--- config.mk ---
export PLATFORM = sky130hd
export DESIGN_NAME = mmio_responder
export DESIGN_NICKNAME = d
export VERILOG_FILES = /design/src/rtl/mmio_pkg.sv /design/src/rtl/sync_fifo.sv /design/src/rtl/mmio_responder.sv
export SDC_FILE = /design/constraint.sdc
export NUM_CORES = 1
export LEC_CHECK = 0
export CAP_MARGIN = 40
export CORE_MARGIN = 3
export CORE_UTILIZATION = 48
export DETAILED_ROUTE_END_ITERATION = 7
export PLACE_DENSITY_LB_ADDON = 0.25
export SLEW_MARGIN = 10
export SYNTH_ARGS = -nofsm -noshare
export SYNTH_HDL_FRONTEND = slang
export SYNTH_HIERARCHICAL = 1
export SYNTH_SLANG_ARGS = --single-unit
--- constraint.sdc ---
create_clock -name clk -period 2.75 [get_ports clk]
set_input_delay 0.55 -clock clk [delete_from_list [all_inputs] [get_ports clk]]
set_output_delay 0.55 -clock clk [all_outputs]
set_load 0.05 [all_outputs]
--- src/rtl/mmio_pkg.sv ---
// Shared register-map constants and the STATUS word layout for the ktc16 MMIO responder.
// Used by mmio_responder; see that file for the MMIO_CYCLE_COUNTER_EN build option.
package mmio_pkg;

  localparam logic [1:0] OFF_TXDATA = 2'd0;
  localparam logic [1:0] OFF_STATUS = 2'd1;
  localparam logic [1:0] OFF_RESULT = 2'd2;
  localparam logic [1:0] OFF_CYCLE  = 2'd3;

  localparam int unsigned ST_DONE      = 0;
  localparam int unsigned ST_EMPTY     = 1;
  localparam int unsigned ST_FULL      = 2;
  localparam int unsigned ST_OVF       = 3;
  localparam int unsigned ST_COUNT_LSB = 8;

  typedef struct packed {
    logic [7:0] count;
    logic [3:0] rsvd;
    logic       overflow;
    logic       full;
    logic       empty;
    logic       done;
  } status_t;

  function automatic logic [1:0] reg_offset(input logic [15:0] a);
    return a[1:0];
  endfunction

endpackage

--- src/rtl/sync_fifo.sv ---
// Single-clock FIFO with registered head (no fall-through), sticky overflow on a dropped push.
// DEPTH must be a power of two so the pointers wrap naturally.
module sync_fifo #(
  parameter int unsigned WIDTH = 8,
  parameter int unsigned DEPTH = 8,
  localparam int unsigned AW = (DEPTH > 1) ? $clog2(DEPTH) : 1,
  localparam int unsigned CW = $clog2(DEPTH) + 1
) (
  input  logic             clk,
  input  logic             reset,
  input  logic             push,
  input  logic [WIDTH-1:0] wdata,
  input  logic             pop,
  output logic [WIDTH-1:0] rdata,
  output logic             full,
  output logic             empty,
  output logic [CW-1:0]    count,
  output logic             overflow
);

  logic [WIDTH-1:0] mem [DEPTH];
  logic [AW-1:0]    wptr_q, wptr_d;
  logic [AW-1:0]    rptr_q, rptr_d;
  logic [CW-1:0]    count_q, count_d;
  logic             ovf_q, ovf_d;
  logic             push_ok, pop_ok;

  assign full  = (count_q == CW'(DEPTH));
  assign empty = (count_q == '0);
  assign count = count_q;
  assign overflow = ovf_q;

  // A push into a full FIFO is only accepted when a pop frees the slot in the same cycle.
  assign pop_ok  = pop && !empty;
  assign push_ok = push && (!full || pop_ok);

  always_comb begin
    wptr_d  = wptr_q;
    rptr_d  = rptr_q;
    count_d = count_q;
    ovf_d   = ovf_q;
    if (push_ok) wptr_d = AW'(wptr_q + 1'b1);
    if (pop_ok)  rptr_d = AW'(rptr_q + 1'b1);
    if (push_ok && !pop_ok) count_d = CW'(count_q + 1'b1);
    if (pop_ok && !push_ok) count_d = CW'(count_q - 1'b1);
    if (push && !push_ok)   ovf_d   = 1'b1;
  end

  always_ff @(posedge clk or negedge reset) begin
    if (!reset) begin
      wptr_q  <= '0;
      rptr_q  <= '0;
      count_q <= '0;
      ovf_q   <= 1'b0;
    end else begin
      wptr_q  <= wptr_d;
      rptr_q  <= rptr_d;
      count_q <= count_d;
      ovf_q   <= ovf_d;
    end
  end

  always_ff @(posedge clk) begin
    if (push_ok) mem[wptr_q] <= wdata;
  end

  // Storage is not reset; gating keeps the head at zero whenever nothing is queued.
  assign rdata = empty ? '0 : mem[rptr_q];

endmodule

--- src/rtl/mmio_responder.sv ---
// ktc16 MMIO responder: 4-word window with TX mailbox FIFO, RESULT/pass latch, STATUS and CYCLE.
// Define MMIO_CYCLE_COUNTER_EN to build the CYCLE counter; otherwise offset 3 reads zero.
module mmio_responder
  import mmio_pkg::*;
#(
  parameter logic [15:0] BASE   = 16'h0050,
  parameter int unsigned DEPTH  = 8,
  parameter logic [15:0] EXPECT = 16'd144
) (
  input  logic        clk,
  input  logic        reset,
  input  logic [15:0] addr,
  input  logic [15:0] wd,
  input  logic        memwrite,
  output logic        sel,
  output logic [15:0] rd,
  output logic [7:0]  tx_data,
  output logic        tx_valid,
  input  logic        tx_ready,
  output logic        done,
  output logic        pass
);

  localparam int unsigned CW = $clog2(DEPTH) + 1;

  logic [1:0]    off;
  logic          wr;
  logic          push, pop;
  logic          fifo_full, fifo_empty, fifo_ovf;
  logic [CW-1:0] fifo_count;
  logic [15:0]   result_q;
  logic          done_q, pass_q;
  status_t       status;
  logic [15:0]   cycle_val;

  assign sel = (addr[15:2] == BASE[15:2]);
  assign off = reg_offset(addr);
  assign wr  = memwrite && sel;

  assign push     = wr && (off == OFF_TXDATA);
  assign tx_valid = !fifo_empty;
  assign pop      = tx_valid && tx_ready;

  sync_fifo #(
    .WIDTH (8),
    .DEPTH (DEPTH)
  ) u_fifo (
    .clk      (clk),
    .reset    (reset),
    .push     (push),
    .wdata    (wd[7:0]),
    .pop      (pop),
    .rdata    (tx_data),
    .full     (fifo_full),
    .empty    (fifo_empty),
    .count    (fifo_count),
    .overflow (fifo_ovf)
  );

  // First RESULT write wins; pass is captured alongside it so both flags rise together.
  always_ff @(posedge clk or negedge reset) begin
    if (!reset) begin
      result_q <= '0;
      done_q   <= 1'b0;
      pass_q   <= 1'b0;
    end else if (wr && (off == OFF_RESULT) && !done_q) begin
      result_q <= wd;
      done_q   <= 1'b1;
      pass_q   <= (wd == EXPECT);
    end
  end

  assign done = done_q;
  assign pass = pass_q;

`ifdef MMIO_CYCLE_COUNTER_EN
  logic [15:0] cycle_q;

  always_ff @(posedge clk or negedge reset) begin
    if (!reset) begin
      cycle_q <= '0;
    end else begin
      cycle_q <= cycle_q + 16'd1;
    end
  end

  assign cycle_val = cycle_q;
`else
  assign cycle_val = 16'h0000;
`endif

  always_comb begin
    status          = '0;
    status.count    = 8'(fifo_count);
    status.overflow = fifo_ovf;
    status.full     = fifo_full;
    status.empty    = fifo_empty;
    status.done     = done_q;
  end

  always_comb begin
    rd = '0;
    if (sel) begin
      unique case (off)
        OFF_TXDATA: rd = '0;
        OFF_STATUS: rd = status;
        OFF_RESULT: rd = result_q;
        OFF_CYCLE:  rd = cycle_val;
        default:    rd = '0;
      endcase
    end
  end

endmodule

After elaboration in Yosys (flattened, before gate mapping) --
Memory sizes are Yosys's and may differ from the RTL's. Cells that the tools add are included. W data, S select, Z words.
Word-level totals: bits in registers 29, bits in latches 0, memory bits (writable) 64, ROM bits 0, input bits 36, output and inout port bits 28, logic and storage cells 45, memories 1
Operators by class: $add $sub $neg 4, multiply operators 0, div/mod/pow operators 0, $lt $le $gt $ge 0, equality and inequality tests 6, shifts and indexed selects 0, multiplexer cells 7, bitwise gates (word level) 0, reductions and logical operators 20
Memories:
- u_fifo.mem | depth 8, bits a word 8, rd ports 1, clocked after memory_dff 0, write ports 1, line sync_fifo.sv:21 | logic [WIDTH-1:0] mem [DEPTH];
Operators with widths (number):
- $pmux W16 S3 | 1
- $eq A16 B8 Y1 const B | 1
- $mux W16 | 1
- $eq A14 B5 Y1 const B | 1
- $logic_and A1 B1 Y1 | 10
- $mux W4 | 2
- $mux W8 | 1
- $add A3 B1 Y3 const B | 2
- $logic_not A1 Y1 | 5
- $add A4 B1 Y4 const B | 1
- $eq A2 B2 Y1 const B | 2
- $eq A4 B4 Y1 const B | 1
- $logic_not A4 Y1 | 1
- $sub A4 B1 Y4 const B | 1
- $eq A2 B1 Y1 const B | 1
- $logic_not A2 Y1 | 1
- $mux W1 | 2
- $reduce_bool A2 Y1 | 1
- $reduce_or A2 Y1 | 1
- $logic_or A1 B1 Y1 | 1

Logic depth before layout (Yosys ltp) --
Gate-level depths: netlist of the first run.
depth in word-level cells 9, mapped depth 12, depth with buffers taken out 11

Hierarchy --
Netlist of the first run, hierarchy kept.
Modules (own cells, without submodules):
- sync_fifo | times used 1, cells each 173, area an instance 3159.3 um^2, seq. area each 2197.1 um^2
- mmio_responder | times used 1, cells each 86, area an instance 974.7 um^2, seq. area each 450.4 um^2

Worst setup path before layout of the first run --
No wires, ideal clock.
path type input-to-reg, from input port addr[8], to register u_fifo.count_q[3] (netlist: u_fifo/count[3]), library setup time 0.069 ns, arrival time 3.009 ns, required time 2.681 ns, path slack -0.327 ns, cell stages on the path 12, path buffers 2, cells stage by stage nor4b_2 > nand4_1 > clkbuf_1 > nor4b_1 > buf_2 > or2_1 > inv_2 > ha_1 > or2_2 > a21oi_1 > mux2_1 > nand3_1
On the way: word-level cells in the longest chain between the ends 7, elaborated cells on any way between the ends 9, classes of those cells eq/ne: 1; mux: 1; reduce/logical: 7
RTL lines:
- from (decl) | line mmio_responder.sv:12 | input logic [15:0] addr,
- $eq A14 B5 Y1 (*) | line mmio_responder.sv:36 | assign sel = (addr[15:2] == BASE[15:2]);
- $logic_and A1 B1 Y1 (*) | line mmio_responder.sv:38 | assign wr = memwrite && sel;
- $logic_and A1 B1 Y1 (*) | line mmio_responder.sv:40 | assign push = wr && (off == OFF_TXDATA);
- net push | line mmio_responder.sv:28 | logic push, pop;
- $logic_and A1 B1 Y1 (*) | line sync_fifo.sv:35 | assign push_ok = push && (!full || pop_ok);
- $logic_not A1 Y1 | line sync_fifo.sv:45 | if (pop_ok && !push_ok) count_d = CW'(count_q - 1'b1);
- $logic_and A1 B1 Y1 | line sync_fifo.sv:45
- $mux W4 or $reduce_bool A2 Y1 (tied branches)
- to (signal assigned) | line sync_fifo.sv:58 | count_q <= count_d;
- to (decl) | line sync_fifo.sv:24 | logic [CW-1:0] count_q, count_d;
The timed path passes the listed nets; every way through them passes the cells marked *. A chain may end at the register's enable or synchronous reset.

Worst setup path in the final report of the first run --
from input port addr[10], to register u_fifo.count_q[3] (netlist: u_fifo/count[3])
Same word-level chain as after synthesis.

==> results of run 1 <==
==> cells by family (layout without fill, tap and decap cells) <==
family                     Yosys count  count (layout)  share of synthesized area (%)
AOI/OAI and AO/OA                   16              16                           3.60
xor gates and xnor gates             7               7                           1.48
adders and majority gates            5               5                           1.69
buffers and inverters               23             125                           2.94
DFF                                 93              93                           64.0
muxes                               47              47                           16.9
and+or+nand+nor                     68              68                           9.29
==> worst max path at each step <==
stage	from	end	slack (ns)	cells after the start
6_report	addr[10]	u_fifo/count[3]	0.11	11
2_1_floorplan	addr[8]	u_fifo/count[3]	-0.14	12
4_1_cts	addr[4]	u_fifo/count[3]	0.05	11
5_1_grt	addr[7]	u_fifo/count[3]	-0.006	11
3_3_place_gp	addr[3]	u_fifo/count[3]	-0.43	11
3_5_place_dp	addr[13]	u_fifo/count[3]	-0.53	11
==> worst max-delay path, stage by stage <==
cell,delay [ns]
dlygate4sd2_1,0.25
nor4b_4,0.29
nand4_1,0.18
nor4b_2,0.35
or2_4,0.19
inv_4,0.04
ha_4,0.19
a211o_1,0.33
a21oi_2,0.16
mux2_4,0.32
nand3_2,0.06
==> state kept, by name, indices dropped and copies added (netlist names) <==
| signal | cells |
|---|---|
| pass | 1 |
| u_fifo/wptr_q | 3 |
| u_fifo/overflow | 1 |
| done | 1 |
| u_fifo/mem | 64 |
| result_q | 16 |
| u_fifo/count | 4 |
| u_fifo/rptr_q | 3 |
==> routing by layer <==
metal | vias up | wire [um] | GRT usage (%)
met5 | - | 0 | 0
met4 | 0 | 107 | 6.62
met3 | 10 | 465 | 4.39
met2 | 70 | 4140 | 28.4
met1 | 1262 | 3670 | 25.6
li1 | 1171 | - | -
==> metrics by stage <==
stage | std cells | util (%) | power (mW)
floorplan | 259 | - | 2.85
global placement | 449 | 63.8 | 3.27
detailed placement | 449 | 63.8 | 3.31
CTS | 465 | 66.6 | 4.32
global route | 466 | 66.8 | 4.51
finish | 466 | 66.8 | 4.29
==> what timing repair did <==
item | in CTS | in global routing
buffers inserted | 0 | 1
pin swaps | 8 | 6
gates resized for setup | 12 | 9
setup endpoints to repair | 5 | 15
==> synthesized netlist by cell type (2+ instances only) <==
library cell	instances	area [um2]
edfxtp_1	64	1920
dfrtp_1	29	726
nor2_1	24	90.1
mux4_2	16	360
mux2_1	11	124
inv_1	10	37.5
mux2i_1	10	100
mux2_2	9	101
a22oi_1	8	60.1
and2_1	8	50.1
xnor2_1	5	43.8
buf_2	4	20.0
ha_1	4	50.1
nand2_1	4	15.0
nor3_1	4	20.0
clkbuf_1	3	11.3
nand2b_1	3	18.8
nand3_1	3	15.0
nand4_1	3	18.8
nor2b_1	3	18.8
nor4_1	3	18.8
nor4b_1	3	26.3
or2_1	3	18.8
buf_6	2	22.5
nor4b_2	2	30.0
xor2_1	2	17.5
==> power by group through the flow <==
stage                     logic, mW  clock network, mW  registers [mW]
after global placement         1.54                  0            1.73
after global routing           1.72               1.08            1.71
after CTS                      1.61               1.02            1.70
final                          1.60              0.996            1.70
after detailed placement       1.58                  0            1.73
after floorplan                1.22                  0            1.63
==> cell type report <==
type / count / area [um2]
inverters: 11 / 43.8
fillers: 585 / 2750
well taps: 105 / 131
multi-input cells: 143 / 1460
flip-flops and latches: 93 / 2650
clock inverters: 6 / 93.8
repair buffers: 98 / 1050
clock buffers: 10 / 128
==> reports/qor.csv, run 1 <==
metric;value;unit
drc;0;
rr_worst_depth;11;
r2r-end;u_fifo/count[3];
setup_viol;0;
finalHoldViolCount;0;
setup-tns-final;0;ns
cp-end-kind;flip-flop;
port_buffers;63;
cts_tree;yes;
r2r-start;u_fifo/count[2];
ys_ff_latch;93;
ir_worst_vdd;0.330;mV
area.growth.synth_to_final;34.2;%
run_status;completed;
drv_cap;0;
placed_cell_area;0.00529;mm2
pre_cts_ws;-0.527;ns
start_kind;primary input;
hp-class;reg -> reg;
clock_tree.htree_level_count;3;
path_class;in -> reg;
synth_cells;259;
worstMarginPinSlew;0.592;ns
worstPathArrival;2.93;ns
clkTransAtPathRegs;0.09;ns
drive_gt1_share;34.3;%
layout_common_cells;edfxtp_1 (64), buf_4 (43), dfrtp_1 (28);
worstHoldStart;u_fifo/overflow;
nets;397;
grt_use_total;18.4;%
die_h;98.8;um
wire_per_inst;18.0;um
r2r_slack;0.26;ns
clk-insertion-delay-late;0.34;ns
pwr-share-clk;23.2;%
crit_required;3.03;ns
die_area;0.00976;mm2
synth_fp_nets;300;
avgViaCountPerCell;5.39;
relSlewSlack;60.5;%
whs;0.494;ns
final_area;0.00555;mm2
grt_max_degree;30;
ioPinCount;64;
cts_hold_buffers;0;
grt-ovfl-total;0;
fin_ws;0.106;ns
drtAntennaViolNets;0;
ys_seq_area_share;64.0;%
finalCritPeriodShare;96.2;%
async_reset_ff_share;31.2;%
clock_sinks;93;
p_int;2.80;mW
grt_pass1_vias;2682;
routed_wl;8.38;mm
floorplan.initialDensity;49.8;%
hold_depth;1;
p_seq_share;39.6;%
vias;2513;
coreArea;0.00830;mm2
hpwl;6.07;mm
die_w;98.8;um
finalMaxSlewViolations;0;
first_iter_violations;107;
finalClockSkew;0.00771;ns
final_common_cell;edfxtp_1;
synth_area;0.00413;mm2
fmax;0.378;GHz
antenna_found_initial;0;
synth-main-ff-cell;edfxtp_1;
avgSynthCellArea;16.0;um2
swShare;34.7;%
synth_edf_count;64;
rows;33;
p_sw;1.49;mW
cts_buffer_depth;2;
post_synth_num_cell_types;45;
cts_buffers;9;
comb_power_share;37.2;%
grt_pass1_wl;13.9;mm
power_density;774;mW/mm2
critPathMaxFanout;3;
fin_crit;2.64;ns
first_pass_iters;4;
leakage;2.17;nW
holdPathEnd;u_fifo/overflow;
finalWeightedCongestion;0.854;
ctsRootBufferMaster;clkbuf_8;
ys_warn_count;6;
num_antenna_cells;0;
No activity file was read; power rests on OpenSTA's default activity.
==> inputs of run 2 (changes only) <==
Settings changed: CORE_UTILIZATION 48 to 58.
Clock period 2.75 ns to 3.4 ns, I/O delays scaled along.
==> run 2 against run 1 <==
Effect of this change: count of clock-buffer cells in the layout is 1 lower; cell count decreased by 5.6%; global-route usage up 4.6 points; core utilization up 11 points; sequential cell count unchanged; combinational power decreased by 26%; sequential share of layout area up 2.0 points; via count shrank 2.0%; register-to-register slack better by 0.15 ns; clock power is 20% lower.
==> reports/qor.csv, run 2 (same netlist as run 1, synthesis figures left out) <==
metric;value;unit
drc;0;
power_density;634;mW/mm2
die_h;90.4;um
grt_use_total;23.0;%
routed_wl;8.61;mm
finalMaxSlewViolations;0;
regMostFlops;u_fifo/mem;
drv_cap;0;
hpwl;5.96;mm
layout_common_cells;edfxtp_1 (64), clkdlybuf4s50_1 (40), dfrtp_1 (29);
rsz0062_at_grt;false;
path_cells;or3_1, nor2_2, buf_4, nor2_1, clkdlybuf4s50_1;
die_w;90.4;um
cts_buffers;9;
cts_tree;yes;
grt_pass1_wl;14.1;mm
fin_crit;3.31;ns
hp-class;reg -> reg;
coreArea;0.00687;mm2
placed_cells;424;
grt-ovfl-total;0;
rr_worst_depth;11;
fmax;0.302;GHz
clock_tree.htree_level_count;3;
vias;2462;
avgViaCountPerCell;5.60;
port_buffers;63;
worstPathArrival;2.63;ns
relSlewSlack;49.5;%
num_antenna_cells;0;
die_area;0.00818;mm2
rows;30;
path_class;reg -> out;
drive_gt1_share;26.7;%
instances_no_fill;440;
drtAntennaViolNets;0;
finalWeightedCongestion;0.849;
leakage;2.02;nW
finalHoldViolCount;0;
setup_viol;0;
area.growth.synth_to_final;28.8;%
critPathMaxFanout;8;
cts_buffer_depth;2;
final_common_cell;edfxtp_1;
clock_sinks;93;
run_status;completed;
start_kind;flip-flop;
ir_worst_vdd;0.384;mV
wire_per_inst;19.6;um
ioPinCount;64;
grt_pass1_vias;2694;
whs;0.491;ns
grt_max_degree;30;
first_pass_iters;4;
antenna_found_initial;0;
cpPeakStageDelay;0.70;ns
finalCritPeriodShare;97.3;%
crit_required;2.72;ns
worstMarginPinSlew;0.758;ns
cp_slowest_cell;clkdlybuf4s50_1;
first_iter_violations;154;
clkTransAtPathRegs;0.09;ns
ctsRootBufferMaster;clkbuf_8;
floorplan.initialDensity;60.2;%
nets;380;
cp-end-kind;primary output;
hold_depth;1;
largest_reg_flops;64;
power;3.38;mW
cts_hold_buffers;0;
finalClockSkew;0.00914;ns
clk-insertion-delay-late;0.36;ns
[run 2: cell types whose count changed in the layout (fill, tap and decap cells not counted), sizes merged]
cell           delta
buf              -21
clkbuf            -2
clkdlybuf4s50    +15
clkinvlp          +1
dlygate4sd2       -8
dlymetal6s2s      -2
[run 2: routing by layer]
metal  part of all wire (%)  global-route usage, %  wire length, um
met1                     41                   29.3             3570
met5                      0                      0                0
met2                     52                   38.2             4440
met3                    5.0                   6.00              428
met4                    2.0                   8.29              172
[run 2: worst max-delay path, delay by kind of cell, from the launching register on]
kind	cells	cell delay, ns
and+or+nand+nor	3	0.92
buffers and inverters	2	0.91
DFF	1	0.43
[run 2: final timing paths]
check,startpoint,end,slack (ns)
max reg2reg,u_fifo/count[1],u_fifo/count[3],0.41
min,result_q[12],result_q[12],0.49
min reg2reg,result_q[12],result_q[12],0.49
max,u_fifo/count[1],tx_data[2],0.09
max in group asynchronous,reset,result_q[11],2.41
min in group asynchronous,reset,u_fifo/count[1],0.70
[run 2: stage by stage]
step / TNS, ns / area, um2 / util [%] / setup WS [ns]
floorplan: 0 / 4130 / - / 0.193
detailed placement: -0.00207 / 5100 / 74.3 / -0.00207
finish: 0 / 5330 / 77.5 / 0.0928
global route: 0 / 5330 / 77.5 / 0.00126
CTS: 0 / 5320 / 77.5 / 0.0839
global placement: 0 / 5100 / 74.3 / 0.0716
[run 2: area by class of cell]
type	instances	area, um2
Clock buffer	9	124
Clock inverter	7	96.3
Fill cell	397	1540
Inverter	11	41.3
Multi-Input combinational cell	143	1370
Sequential cell	93	2650
Tap cell	96	120
Timing Repair Buffer	81	926
[run 2: repair_timing]
action                                  4_1_cts  5_1_grt
setup buffers                                 0        0
resized for setup                             0        1
endpoints found under the setup margin        0        1
[run 2: where the power goes]
part,internal (mW),leakage [nW],switching [mW]
logic,0.544,0.961,0.647
registers,1.25,0.954,0.139
clock network,0.416,0.104,0.376
total,2.21,2.02,1.16
